### config.mk
export PLATFORM = sky130hd
export DESIGN_NAME = avg_window_sequencer
export DESIGN_NICKNAME = d
export VERILOG_FILES = /design/src/rtl/avg_ctrl_pkg.sv /design/src/rtl/dump_handshake.sv /design/src/rtl/avg_window_sequencer.sv
export SDC_FILE = /design/constraint.sdc
export NUM_CORES = 1
export LEC_CHECK = 0
export CAP_MARGIN = 10
export CELL_PAD_IN_SITES_DETAIL_PLACEMENT = 1
export CELL_PAD_IN_SITES_GLOBAL_PLACEMENT = 1
export CORE_MARGIN = 2
export CORE_UTILIZATION = 44
export CTS_CLUSTER_DIAMETER = 30
export DETAILED_ROUTE_END_ITERATION = 7
export GPL_TIMING_DRIVEN = 0
export PLACE_DENSITY_LB_ADDON = 0.1
export SKIP_LAST_GASP = 1
export SYNTH_ARGS = -nofsm -noshare
export SYNTH_HDL_FRONTEND = slang
export SYNTH_HIERARCHICAL = 1
export SYNTH_SLANG_ARGS = --single-unit
export TNS_END_PERCENT = 1
### constraint.sdc
create_clock -name clk -period 5.2 [get_ports clk]
set_input_delay 1.04 -clock clk [delete_from_list [all_inputs] [get_ports clk]]
set_output_delay 1.04 -clock clk [all_outputs]
set_load 0.02 [all_outputs]
### src/rtl/avg_ctrl_pkg.sv
// avg_ctrl_pkg: shared state encoding, default depth limit and depth clamp for the averaging sequencer
package avg_ctrl_pkg;
    localparam int MAX_LOG_AVGS_DEF = 7;
    typedef enum logic [1:0] {IDLE, SYNC, ACCUM, STOPPING} state_t;
    function automatic int clamp_log_avgs(input int n, input int max_log);
        return (n > max_log) ? max_log : n;
    endfunction
endpackage

### src/rtl/dump_handshake.sv
// dump_handshake: delays each acc_dump by DUMP_LAT cycles into a pkt_valid/pkt_ready offer and flags overruns
// ports: clk, arest (async, active-high); acc_dump, pkt_ready, overflow_clr in; pkt_valid, overflow (sticky) out
module dump_handshake #(
    parameter int DUMP_LAT = 2
) (
    input  logic clk,
    input  logic arest,
    input  logic acc_dump,
    input  logic pkt_ready,
    input  logic overflow_clr,
    output logic pkt_valid,
    output logic overflow
);
    localparam int LW = $clog2(DUMP_LAT + 1);
    logic [LW-1:0] lat_cnt;
    logic xfer;
    assign xfer = pkt_valid && pkt_ready;
    // The dump cycle itself counts as the first latency cycle, so pkt_valid rises DUMP_LAT cycles after acc_dump.
    always_ff @(posedge clk or posedge arest) begin
        if (arest) begin
            lat_cnt <= '0;
            pkt_valid <= 1'b0;
            overflow <= 1'b0;
        end else begin
            if (acc_dump) begin
                lat_cnt <= LW'(DUMP_LAT - 1);
                pkt_valid <= DUMP_LAT == 1;
            end else if (lat_cnt != '0) begin
                lat_cnt <= lat_cnt - LW'(1);
                pkt_valid <= lat_cnt == LW'(1);
            end else if (xfer) begin
                pkt_valid <= 1'b0;
            end
            overflow <= (acc_dump && ((pkt_valid && !pkt_ready) || lat_cnt != '0)) || (overflow && !overflow_clr);
        end
    end
endmodule

### src/rtl/avg_window_sequencer.sv
// avg_window_sequencer: frames FFT beats into 2^n windows, drives accumulator enable/clear/dump and the output handshake
// ports: clk, arest (async, active-high); enable, n_avgs_cfg, fft_valid, fft_last, pkt_ready, overflow_clr in;
//        acc_en, acc_clr, acc_dump, pkt_valid, n_avgs_active, win_cnt, overflow out
module avg_window_sequencer
    import avg_ctrl_pkg::*;
#(
    parameter int MAX_LOG_AVGS = MAX_LOG_AVGS_DEF,
    parameter int AVG_W = 3,
    parameter int DUMP_LAT = 2,
    parameter int WIN_CNT_W = 16
) (
    input  logic                 clk,
    input  logic                 arest,
    input  logic                 enable,
    input  logic [AVG_W-1:0]     n_avgs_cfg,
    input  logic                 fft_valid,
    input  logic                 fft_last,
    output logic                 acc_en,
    output logic                 acc_clr,
    output logic                 acc_dump,
    output logic                 pkt_valid,
    input  logic                 pkt_ready,
    output logic [AVG_W-1:0]     n_avgs_active,
    output logic [WIN_CNT_W-1:0] win_cnt,
    output logic                 overflow,
    input  logic                 overflow_clr
);
    localparam int FW = MAX_LOG_AVGS + 1;
    state_t state, state_nxt;
    logic [FW-1:0] frame_cnt;
    logic [AVG_W-1:0] cfg_clamped;
    logic first_beat, running, beat_last, win_done, dump_nxt;
    assign cfg_clamped = AVG_W'(clamp_log_avgs(int'(n_avgs_cfg), MAX_LOG_AVGS));
    assign running = state == ACCUM || state == STOPPING;
    assign beat_last = running && fft_valid && fft_last;
    assign win_done = frame_cnt == FW'((1 << n_avgs_active) - 1);
    assign dump_nxt = beat_last && win_done;
    assign acc_en = running && fft_valid;
    assign acc_clr = acc_en && first_beat && frame_cnt == '0;
    // Stopping between frames (no beat of the next frame seen yet) returns straight to IDLE.
    always_comb begin
        state_nxt = state;
        case (state)
            IDLE:     state_nxt = enable ? SYNC : IDLE;
            SYNC:     state_nxt = !enable ? IDLE : (fft_valid && fft_last) ? ACCUM : SYNC;
            ACCUM:    state_nxt = enable ? ACCUM : (beat_last || (first_beat && !fft_valid)) ? IDLE : STOPPING;
            STOPPING: state_nxt = beat_last ? IDLE : STOPPING;
        endcase
    end
    always_ff @(posedge clk or posedge arest) begin
        if (arest) begin
            state <= IDLE;
            frame_cnt <= '0;
            first_beat <= 1'b0;
            n_avgs_active <= '0;
            win_cnt <= '0;
            acc_dump <= 1'b0;
        end else begin
            state <= state_nxt;
            acc_dump <= dump_nxt;
            if ((state == IDLE && enable) || dump_nxt) n_avgs_active <= cfg_clamped;
            if (dump_nxt) win_cnt <= win_cnt + WIN_CNT_W'(1);
            if (!running) frame_cnt <= '0;
            else if (beat_last) frame_cnt <= win_done ? '0 : frame_cnt + FW'(1);
            if (state == SYNC) first_beat <= 1'b1;
            else if (acc_en) first_beat <= fft_last;
        end
    end
    dump_handshake #(.DUMP_LAT(DUMP_LAT)) u_dump (
        .clk(clk),
        .arest(arest),
        .acc_dump(acc_dump),
        .pkt_ready(pkt_ready),
        .overflow_clr(overflow_clr),
        .pkt_valid(pkt_valid),
        .overflow(overflow)
    );
endmodule

After elaboration in Yosys (flattened, before gate mapping)
Cells that the tools add are included.
{ "op_classes": {"n_addsub": 4, "n_eq_ne": 6, "n_shift": 1, "muxes": 17, "reduce_logical": 26} }
{ "op_table": {"columns": ["op", "n"], "rows": [
  ["$mux 8", 3],
  ["$add 16x1->16 const B", 1],
  ["$mux 2", 7],
  ["$logic_and 1x1->1", 12],
  ["$add 8x1->8 const B", 1],
  ["$eq 8x8->1", 1],
  ["$logic_not 8->1", 1],
  ["$pmux 2 s4", 1],
  ["$shl 1x3->8 const A", 1],
  ["$sub 8x2->8 const B", 1],
  ["$mux 1", 6],
  ["$reduce_bool 2->1", 3],
  ["$logic_or 1x1->1", 5],
  ["$eq 2x1->1 const B", 2],
  ["$eq 2x2->1 const B", 2],
  ["$logic_not 1->1", 3],
  ["$reduce_bool 3->1", 1],
  ["$logic_not 2->1", 1],
  ["$ne 2x1->1 const B", 1],
  ["$sub 2x1->2 const B", 1]
]} }
{ "totals": {"reg_bits": 35, "inputBits": 10, "out_inout_bits": 24, "elab_cells": 63} }

Longest topological paths before layout
Gate-level depths: netlist of the first run.
{ "logic_depth": {"ltp_word": 8, "depth_mapped": 8, "ltp_nobuf": 6} }

By module
The synthesis of the first run kept the hierarchy.
{ "by_module_without_submodules": {"columns": ["mod", "n_inst", "cells_each", "area_per_inst_um2", "seq_area_each_um2"], "rows": [
  ["avg_window_sequencer", 1, 180, 1776.7, 775.7],
  ["dump_handshake", 1, 20, 212.7, 100.1]
]} }

Worst setup path before layout of the first run
OpenSTA, ideal clock, no wires.
{ "synth_path": {"path_kind": "input port to output port", "start": "input fft_valid", "end": "output acc_clr", "t_arrival_ns": 1.589, "t_required_ns": 4.160, "slack_ns": 2.571, "path_stages": 2, "path_buffers": 0, "path_cell_list": "and2_1 > and3_1"} }
{ "synth_via": {"elab_chain_len": 3} }
{ "synth_lines": {"columns": ["element", "line_no", "text"], "rows": [
  ["start, declared", "avg_window_sequencer.sv:16", "input logic fft_valid,"],
  ["$logic_and 1x1->1", "avg_window_sequencer.sv:38", "assign acc_en = running && fft_valid;"],
  ["$logic_and 1x1->1 (2 in series)", "avg_window_sequencer.sv:39", "assign acc_clr = acc_en && first_beat && frame_cnt == '0;"],
  ["end, declared", "avg_window_sequencer.sv:19", "output logic acc_clr,"]
]} }
No other way between the ends.

Final worst setup path of the first run
Same ends and word-level chain as after synthesis.

==> results of run 1 <==
==> power by group <==
part           internal [mW]  total (mW)  leakage (nW)  switching [mW]
Sequential             0.299       0.322         0.469          0.0237
Clock                  0.155       0.260        0.0612           0.104
Combinational          0.118       0.270         0.537           0.152
==> worst max-delay path, cell delays in order <==
cell	delay, ns
clkdlybuf4s50_1	0.60
and2_1	0.20
and3_1	0.15
clkdlybuf4s50_1	0.60
==> layout make-up <==
class / count / area (um^2)
clock buffer: 6 / 82.58
sequential: 35 / 875.8
buffer: 11 / 53.80
clock inverter: 2 / 35.03
tap: 52 / 65.06
multi-input combinational: 142 / 1015
fill: 486 / 1832
inverter: 12 / 45.04
timing repair buffer: 34 / 350.3
==> worst paths after layout <==
check	startpoint	endpoint	slack (ns)	cells after the start
max in group asynchronous	arest	frame_cnt[0]$_DFFE_PP0P_	3.80	3
min in group asynchronous	arest	u_dump/overflow$_DFF_PP0_	0.96	2
worst min register to register	win_cnt[13]$_DFFE_PP0P_	win_cnt[13]$_DFFE_PP0P_	0.50	1
worst max register to register	n_avgs_active[1]$_DFFE_PP0P_	n_avgs_active[2]$_DFFE_PP0P_	2.98	5
worst max-delay path	fft_valid	acc_clr	1.57	4
worst min-delay path	win_cnt[13]$_DFFE_PP0P_	win_cnt[13]$_DFFE_PP0P_	0.50	1
==> synthesized netlist by cell type, types with 3 or more instances <==
library cell / number
dfrtp_1: 35
xnor2_1: 16
nand4_1: 15
and3_1: 11
inv_1: 11
nand3_1: 11
nor2_1: 9
and2_1: 8
nand2_1: 8
a21oi_1: 6
nand2b_1: 6
nor2b_1: 6
clkbuf_1: 5
ha_1: 5
o21ai_0: 5
buf_2: 4
mux2_4: 4
nor4b_1: 3
==> per-layer routing <==
metal | vias to the layer above | track usage | routed length [um]
met2 | 33 | 0.3920 | 2701
met5 | - | 0 | 0
met3 | 8 | 0.05204 | 222
met4 | 0 | 0.07966 | 82
li1 | 798 | - | -
met1 | 859 | 0.3012 | 2347
==> logic make-up (layout without fill, tap and decap cells) <==
family,Yosys count,in the layout,share of synthesized area
and+or+nand+nor,88,88,0.2585
xor gates and xnor gates,17,17,0.07484
AOI/OAI and AO/OA,28,28,0.1151
buffers and inverters,23,65,0.04968
adders and majority gates,5,5,0.03145
DFF,35,35,0.4403
muxes,4,4,0.03019
==> stage by stage <==
stage	hold WS [ns]	power, mW
finish	0.4972	0.8523
global route	0.5150	0.9021
CTS	0.5001	0.8600
detailed placement	0.4817	0.5959
global placement	0.4621	0.5765
floorplan	0.4897	0.5081
==> sequential cells by signal, indices dropped and copies added (netlist names) <==
register,count
u_dump/overflow,1
first_beat,1
u_dump/pkt_valid,1
frame_cnt,8
acc_dump,1
n_avgs_active,3
state,2
win_cnt,16
u_dump/lat_cnt,2
==> results_dict.tcl, run 1 <==
set metrics [dict create \
    timing.setup.tns_ns 0 \
    rsz0062_at_grt "false" \
    max_cap_violations 0 \
    holdBufCountCts 0 \
    slew_viol_final 0 \
    rows 24 \
    cts.clk_slew.worst_paths_ns 0.07 \
    grt-ovfl-total 0 \
    fin_util 0.5793 \
    worstPathArrival_ns 2.59 \
    antenna_found_initial 0 \
    antenna_left 0 \
    core_area_um2 4354 \
    synth-seq-cells 35 \
    syn_inst 200 \
    synth_area_um2 1989 \
    setup_viol 0 \
    irDropWorstVdd_uv 206.9 \
    min_path_type "reg2reg" \
    synthFlopType "dfrtp_1" \
    crit_required_ns 4.16 \
    cts_root_buf "clkbuf_8" \
    worstSetupPathType "in2out" \
    cp_max_fo 8 \
    timing.final.ws_setup_ns 1.568 \
    final_cell_area_um2 2522 \
    p_leak_nw 1.068 \
    clock-sinks 35 \
    vias 1698 \
    worstSkewPairLatency_ns 0.30 \
    final_common_cell "dfrtp_1" \
    async_flop_share 1.000 \
    grt_pass1_wl_um 9315 \
    drcViolationCount 0 \
    cts-resized-gates 0 \
    synth.avg_cell_area_um2 9.947 \
    final-hold-violation-count 0 \
    grt_start_max_net_pins 32 \
    die_y_um 71.24 \
    ioPinCount 34 \
    dpl_worst_slack_ns 1.582 \
    timing.fmax_mhz 275.3 \
    synth_cell_types 44 \
    drt_iter0_markers 77 \
    ys_seq_area_frac 0.4403 \
    yosysWarnings 6 \
    synth_edf_count 0 \
    final_cell_mix "dfrtp_1, clkdlybuf4s50_1, xnor2_1, nand4_1" \
    die_area_um2 5075 \
    syn_nets 215 \
    portBuffers 33 \
    fin_crit_ns 3.632 \
    placed_cells 285 \
    wirelength_um 5353 \
    netlist.area_leader.share 0.4403 \
    startpoint_type "primary input" \
    synth.largest_area_cell "dfrtp_1" \
    yosys-top-cells-area "dfrtp_1, xnor2_1, nand4_1" \
    endpoint_kind "primary output" \
    area_delta_synth_final_pct 26.79 \
    finalCritPeriodShare 0.6984 \
    skew_ns 0.008954 \
    grt_pass1_vias 1862 \
    start_util 0.4569 \
    die_w_um 71.24 \
    slew_headroom 0.5661 \
    post-dp-hpwl_um 3724 \
    final_layout_size_suffix_gt1_frac 0.09504 \
    cts_buffers 5 \
    pwr_density_cell_nw_per_um2 337.9 \
    firstDrtPassIters 4 \
    status "finished clean" \
    finish.net_count 256 \
    n_antenna_cell 0 \
    cts_buffer_depth 2 \
    placed_area_um2 2385 \
    h-tree-depth 2 \
    cts_post_setup_buffers_inserted 0 \
    cts_tree "yes" \
    gp_congestion 0.8386 \
    tightest_slew_ns 0.6488 \
    wl_per_cell_um 18.21 \
    fin_cells 294 \
    track_usage 0.2344 \
    viasPerCell 5.776 \
]
No activity file was read; power rests on OpenSTA's default activity.
==> inputs of run 2 (changes only) <==
--- a/config.mk
+++ b/config.mk
@@ -9,7 +9,7 @@
 export CELL_PAD_IN_SITES_DETAIL_PLACEMENT = 1
 export CELL_PAD_IN_SITES_GLOBAL_PLACEMENT = 1
 export CORE_MARGIN = 2
-export CORE_UTILIZATION = 44
+export CORE_UTILIZATION = 37
 export CTS_CLUSTER_DIAMETER = 30
 export DETAILED_ROUTE_END_ITERATION = 7
 export GPL_TIMING_DRIVEN = 0
==> constraint.sdc (replaced) <==
create_clock -name clk -period 2.95 [get_ports clk]
set_input_delay 0.59 -clock clk [delete_from_list [all_inputs] [get_ports clk]]
set_output_delay 0.59 -clock clk [all_outputs]
set_load 0.02 [all_outputs]
==> run 2 against run 1 <==
  * Non-clock buffer count is the same
  * Worst setup slack lost 1.3 ns
  * Via count shrank 1.4%
  * Global-route usage shrank 4.8 points
  * Sequential cell count is the same
  * Clock skew shrank 0.0023 ns
  * Cell area grew 0.99%
  * Largest cell class unchanged
  * Largest power group unchanged
  * Highest routed layer unchanged
==> results_dict.tcl, run 2 (synthesized netlist as in run 1, its figures left out) <==
set metrics [dict create \
    status "finished clean" \
    p_leak_nw 1.072 \
    timing.fmax_mhz 368.5 \
    cts_buffers 5 \
    holdBufCountCts 0 \
    grt_start_max_net_pins 21 \
    startpoint_type "primary input" \
    vias 1674 \
    crit_family "buffers and inverters" \
    slowest_stage "clkdlybuf4s50_1" \
    max_stage_delay_ns 0.60 \
    worstPathArrival_ns 2.12 \
    cts_root_buf "clkbuf_8" \
    drt_iter0_markers 78 \
    area_delta_synth_final_pct 28.05 \
    regMostFlops "win_cnt" \
    intPower_uw 987.5 \
    cts-resized-gates 0 \
    grt_use_met3 0.03412 \
    wirelength_um 5148 \
    total_power_mw 1.474 \
    slew_headroom 0.5765 \
    finalCritPeriodShare 0.9199 \
    pwr_density_cell_nw_per_um2 578.6 \
    fin_crit_ns 2.714 \
    h-tree-depth 2 \
    firstDrtPassIters 4 \
    die_area_um2 5979 \
    netSwitchingPower_uw 486.4 \
    core_area_um2 5140 \
    top_usage_layer "met2" \
    n_antenna_cell 0 \
    grt_pass1_wl_um 8963 \
    final_layout_size_suffix_gt1_frac 0.09504 \
    cp_max_fo 8 \
    top_regs "win_cnt: 16 flops, frame_cnt: 8 flops, n_avgs_active: 3 flops" \
    grt_use_met1 0.2554 \
    max_cap_violations 0 \
    largest_reg_flops 16 \
    rsz0062_at_grt "false" \
    min_delay_path_depth 1 \
    antenna_left 0 \
    skew_ns 0.006629 \
    track_usage 0.1866 \
    worstSetupPathType "in2out" \
    start_util 0.3870 \
    crit_top_cell "clkdlybuf4s50_1" \
    antenna_found_initial 0 \
    ioPinCount 34 \
    cp.depth 4 \
    final-hold-violation-count 0 \
    cts_tree "yes" \
    finish.net_count 256 \
    worst-r2r-cell-count 5 \
    final_cell_mix "dfrtp_1, clkdlybuf4s50_1, xnor2_1, nand4_1" \
    clock-sinks 35 \
    portBuffers 33 \
    grt_use_met2 0.3070 \
    timing.setup.tns_ns 0 \
    swShare 0.3300 \
    rows 26 \
    irDropWorstVdd_uv 273.3 \
    wl_per_cell_um 16.50 \
    drcViolationCount 0 \
    grt-ovfl-total 0 \
    worstSkewPairLatency_ns 0.28 \
    die_y_um 77.33 \
    p_seq_frac 0.385 \
    tightest_slew_ns 0.6332 \
    comb_power_share 0.319 \
    gp_congestion 0.7652 \
    endpoint_kind "primary output" \
    grt_pass1_vias 1844 \
    final_common_cell "dfrtp_1" \
    cts.clk_slew.worst_paths_ns 0.08 \
    slew_viol_final 0 \
    crit_buf_inv 2 \
    post-dp-hpwl_um 3862 \
    fillers 601 \
    crit_required_ns 2.36 \
    setup_viol 0 \
    min_path_type "reg2reg" \
    cts_buffer_depth 2 \
    cts_post_setup_buffers_inserted 0 \
    die_w_um 77.33 \
    clockPowerShare 0.296 \
    viasPerCell 5.365 \
    worstPathCellList "clkdlybuf4s50_1, and2_1, and3_1, clkdlybuf4s50_1" \
]
## run 2: through the flow
step | std cells | utilization | cell area, um^2 | worst slack [ns] | hold WS (ns)
after floorplan | 200 | - | 1989 | 0.9062 | 0.3561
after global placement | 303 | 0.4684 | 2407 | 0.2491 | 0.4623
after detailed placement | 304 | 0.4737 | 2435 | 0.2295 | 0.4841
after CTS | 312 | 0.4956 | 2547 | 0.2316 | 0.5018
after global routing | 312 | 0.4956 | 2547 | 0.1606 | 0.5173
final | 312 | 0.4956 | 2547 | 0.2364 | 0.4961
## run 2: final timing paths
kind                            slack, ns                            to                    startpoint
max in group asynchronous            1.76      frame_cnt[3]$_DFFE_PP0P_                         arest
min in group asynchronous            0.51     u_dump/overflow$_DFF_PP0_                         arest
worst min-delay path                 0.50        win_cnt[5]$_DFFE_PP0P_        win_cnt[5]$_DFFE_PP0P_
worst max register to register       0.74  n_avgs_active[0]$_DFFE_PP0P_  n_avgs_active[1]$_DFFE_PP0P_
worst max-delay path                 0.24                       acc_clr                     fft_valid
worst min register to register       0.50        win_cnt[5]$_DFFE_PP0P_        win_cnt[5]$_DFFE_PP0P_
## run 2: power groups by stage
stage	Clock (mW)	Combinational (mW)	Sequential [mW]
2_1_floorplan	0	0.300	0.596
3_3_place_gp	0	0.449	0.573
3_5_place_dp	0	0.475	0.579
4_1_cts	0.454	0.478	0.570
5_1_grt	0.475	0.520	0.577
6_report	0.436	0.470	0.568
## run 2: cell type report
type                    instances  area [um^2]  share of cell area
repair buffers                 34        357.8              0.1405
multi-input cells             142         1015              0.3983
clock inverters                 3        43.79             0.01719
clock buffers                   5        68.82             0.02701
flip-flops and latches         35        875.8              0.3438
plain buffers                  11        53.80             0.02112
well taps                      70        87.58             0.03438
inverters                      12        45.04             0.01768
## run 2: per-layer routing
metal  up-vias  part of all wire
li1        796                 -
met1       840              0.48
met2        36              0.49
met3         2             0.033
met4         0            0.0047
met5         -                 0
==> inputs of run 3 (changes only) <==
--- a/config.mk
+++ b/config.mk
@@ -15,6 +15,7 @@
 export GPL_TIMING_DRIVEN = 0
 export PLACE_DENSITY_LB_ADDON = 0.1
 export SKIP_LAST_GASP = 1
+export SLEW_MARGIN = 20
 export SYNTH_ARGS = -nofsm -noshare
 export SYNTH_HDL_FRONTEND = slang
 export SYNTH_HIERARCHICAL = 1
==> run 3 against run 2 <==
  * Clock power fell by 21%
  * Non-clock buffer count decreased by 1
  * Critical path type unchanged
  * Via count rose by 1.2%
  * Clock-buffer cell count up 1
  * Sequential share of layout area increased by 0.76 points
  * Sequential power about the same
  * Register-to-register slack hardly changed
  * Die area did not move
  * Final cell count fell by 0.32%
  * Critical endpoint unchanged
  * First-iteration DRC count is 31% lower
  * Maximum frequency decreased by 0.11%
==> results_dict.tcl, run 3 (synthesized netlist as in run 1, its figures left out) <==
set metrics [dict create \
    status "finished clean" \
    fin_crit_ns 2.717 \
    drt_iter0_markers 54 \
    final-hold-violation-count 0 \
    clock-sinks 35 \
    ioPinCount 34 \
    cp_max_fo 8 \
    worstSkewPairLatency_ns 0.28 \
    min_path_type "reg2reg" \
    rsz0062_at_grt "false" \
    tightest_slew_ns 0.6877 \
    drcViolationCount 0 \
    area_delta_synth_final_pct 25.28 \
    holdBufCountCts 0 \
    grt-ovfl-total 0 \
    grt_start_max_net_pins 32 \
    viasPerCell 5.447 \
    final_common_cell "dfrtp_1" \
    timing.final.ws_setup_ns 0.2334 \
    slowest_stage "clkdlybuf4s50_1" \
    final_cell_mix "dfrtp_1, clkdlybuf4s50_1, xnor2_1, nand4_1" \
    final_layout_size_suffix_gt1_frac 0.09129 \
    worstPathCellList "clkdlybuf4s50_1, and2_1, and3_1, clkdlybuf4s50_1" \
    antenna_left 0 \
    largest_reg_flops 16 \
    rows 26 \
    cts_root_buf "clkbuf_8" \
    setup_viol 0 \
    p_leak_nw 1.041 \
    portBuffers 33 \
    grt_pass1_vias 1810 \
    pwr_density_cell_nw_per_um2 552.5 \
    die_w_um 77.33 \
    cts_buffer_depth 2 \
    fillers 586 \
    worstSetupPathType "in2out" \
    cts-resized-gates 0 \
    crit_family "buffers and inverters" \
    startpoint_type "primary input" \
    endpoint_kind "primary output" \
    swShare 0.3483 \
    wl_per_cell_um 16.42 \
    timing.setup.tns_ns 0 \
    cts_tree "yes" \
    die_area_um2 5979 \
    gp_congestion 0.7652 \
    multiInputGateArea_um2 1015 \
    p_seq_frac 0.412 \
    finalCritPeriodShare 0.9209 \
    grt_pass1_wl_um 8935 \
    worstPathArrival_ns 2.13 \
    n_antenna_cell 0 \
    top_regs "win_cnt: 16 flops, frame_cnt: 8 flops, n_avgs_active: 3 flops" \
    slew_headroom 0.5409 \
    finish.net_count 255 \
    post-dp-hpwl_um 3805 \
    intPower_uw 897.4 \
    antenna_found_initial 0 \
    cts.clk_slew.worst_paths_ns 0.08 \
    irDropWorstVdd_uv 266.2 \
    core_area_um2 5140 \
    netSwitchingPower_uw 479.7 \
    crit_buf_inv 2 \
    crit_top_cell "clkdlybuf4s50_1" \
    track_usage 0.1867 \
    cts_buffers 5 \
    dpl_worst_slack_ns 0.2344 \
    h-tree-depth 2 \
    timing.fmax_mhz 368.1 \
    comb_power_share 0.338 \
    max_stage_delay_ns 0.60 \
    whs_ns 0.4966 \
    clockPowerShare 0.250 \
    firstDrtPassIters 4 \
    max_cap_violations 0 \
    crit_required_ns 2.36 \
    skew_ns 0.004494 \
    total_power_mw 1.377 \
    wirelength_um 5106 \
    cts_post_setup_buffers_inserted 0 \
    regMostFlops "win_cnt" \
    vias 1694 \
    seq_area_um2 875.8 \
    start_util 0.3870 \
    die_y_um 77.33 \
    slew_viol_final 0 \
]
[run 3: worst paths after layout]
path                                              start                           end  slack, ns  cells after the start
max reg2reg                n_avgs_active[1]$_DFFE_PP0P_  n_avgs_active[0]$_DFFE_PP0P_       0.75                      5
min                             win_cnt[12]$_DFFE_PP0P_       win_cnt[12]$_DFFE_PP0P_       0.50                      1
min reg2reg                     win_cnt[12]$_DFFE_PP0P_       win_cnt[12]$_DFFE_PP0P_       0.50                      1
min in group asynchronous                         arest     u_dump/overflow$_DFF_PP0_       0.54                      2
max in group asynchronous                         arest        first_beat$_DFFE_PP0P_       1.74                      2
max                                           fft_valid                       acc_clr       0.23                      4
[run 3: cell type report]
class,count,share of cell area
tap,70,0.03514
inverter,12,0.01807
timing repair buffer,33,0.1325
buffer,11,0.02159
clock inverter,2,0.005020
sequential,35,0.3514
multi-input combinational,142,0.4071
clock buffer,6,0.02912
[run 3: per-stage QoR]
step / cells / util / instance area [um^2]
3_5_place_dp: 303 / 0.4684 / 2407
2_1_floorplan: 200 / - / 1989
4_1_cts: 311 / 0.4849 / 2492
3_3_place_gp: 303 / 0.4684 / 2407
6_report: 311 / 0.4849 / 2492
5_1_grt: 311 / 0.4849 / 2492
[run 3: power by group through the flow]
stage / clock network (mW) / registers, mW / logic, mW
finish: 0.344 / 0.568 / 0.465
global placement: 0 / 0.573 / 0.449
detailed placement: 0 / 0.579 / 0.471
CTS: 0.358 / 0.570 / 0.474
global route: 0.386 / 0.576 / 0.513
floorplan: 0 / 0.596 / 0.300
[run 3: metal layers]
| layer | GRT usage | part of all wire | up-vias |
|---|---|---|---|
| li1 | - | - | 794 |
| met5 | 0 | 0 | - |
| met3 | 0.03882 | 0.029 | 2 |
| met1 | 0.2521 | 0.47 | 861 |
| met2 | 0.3061 | 0.49 | 37 |
| met4 | 0.04643 | 0.0057 | 0 |
[run 3: worst reg2reg max path: stages (launching register included)]
cell      delay [ns]
dfrtp_1         0.38
buf_2           0.18
a2111o_1        0.42
a211oi_4        0.57
a31oi_4         0.21
mux2_4          0.33
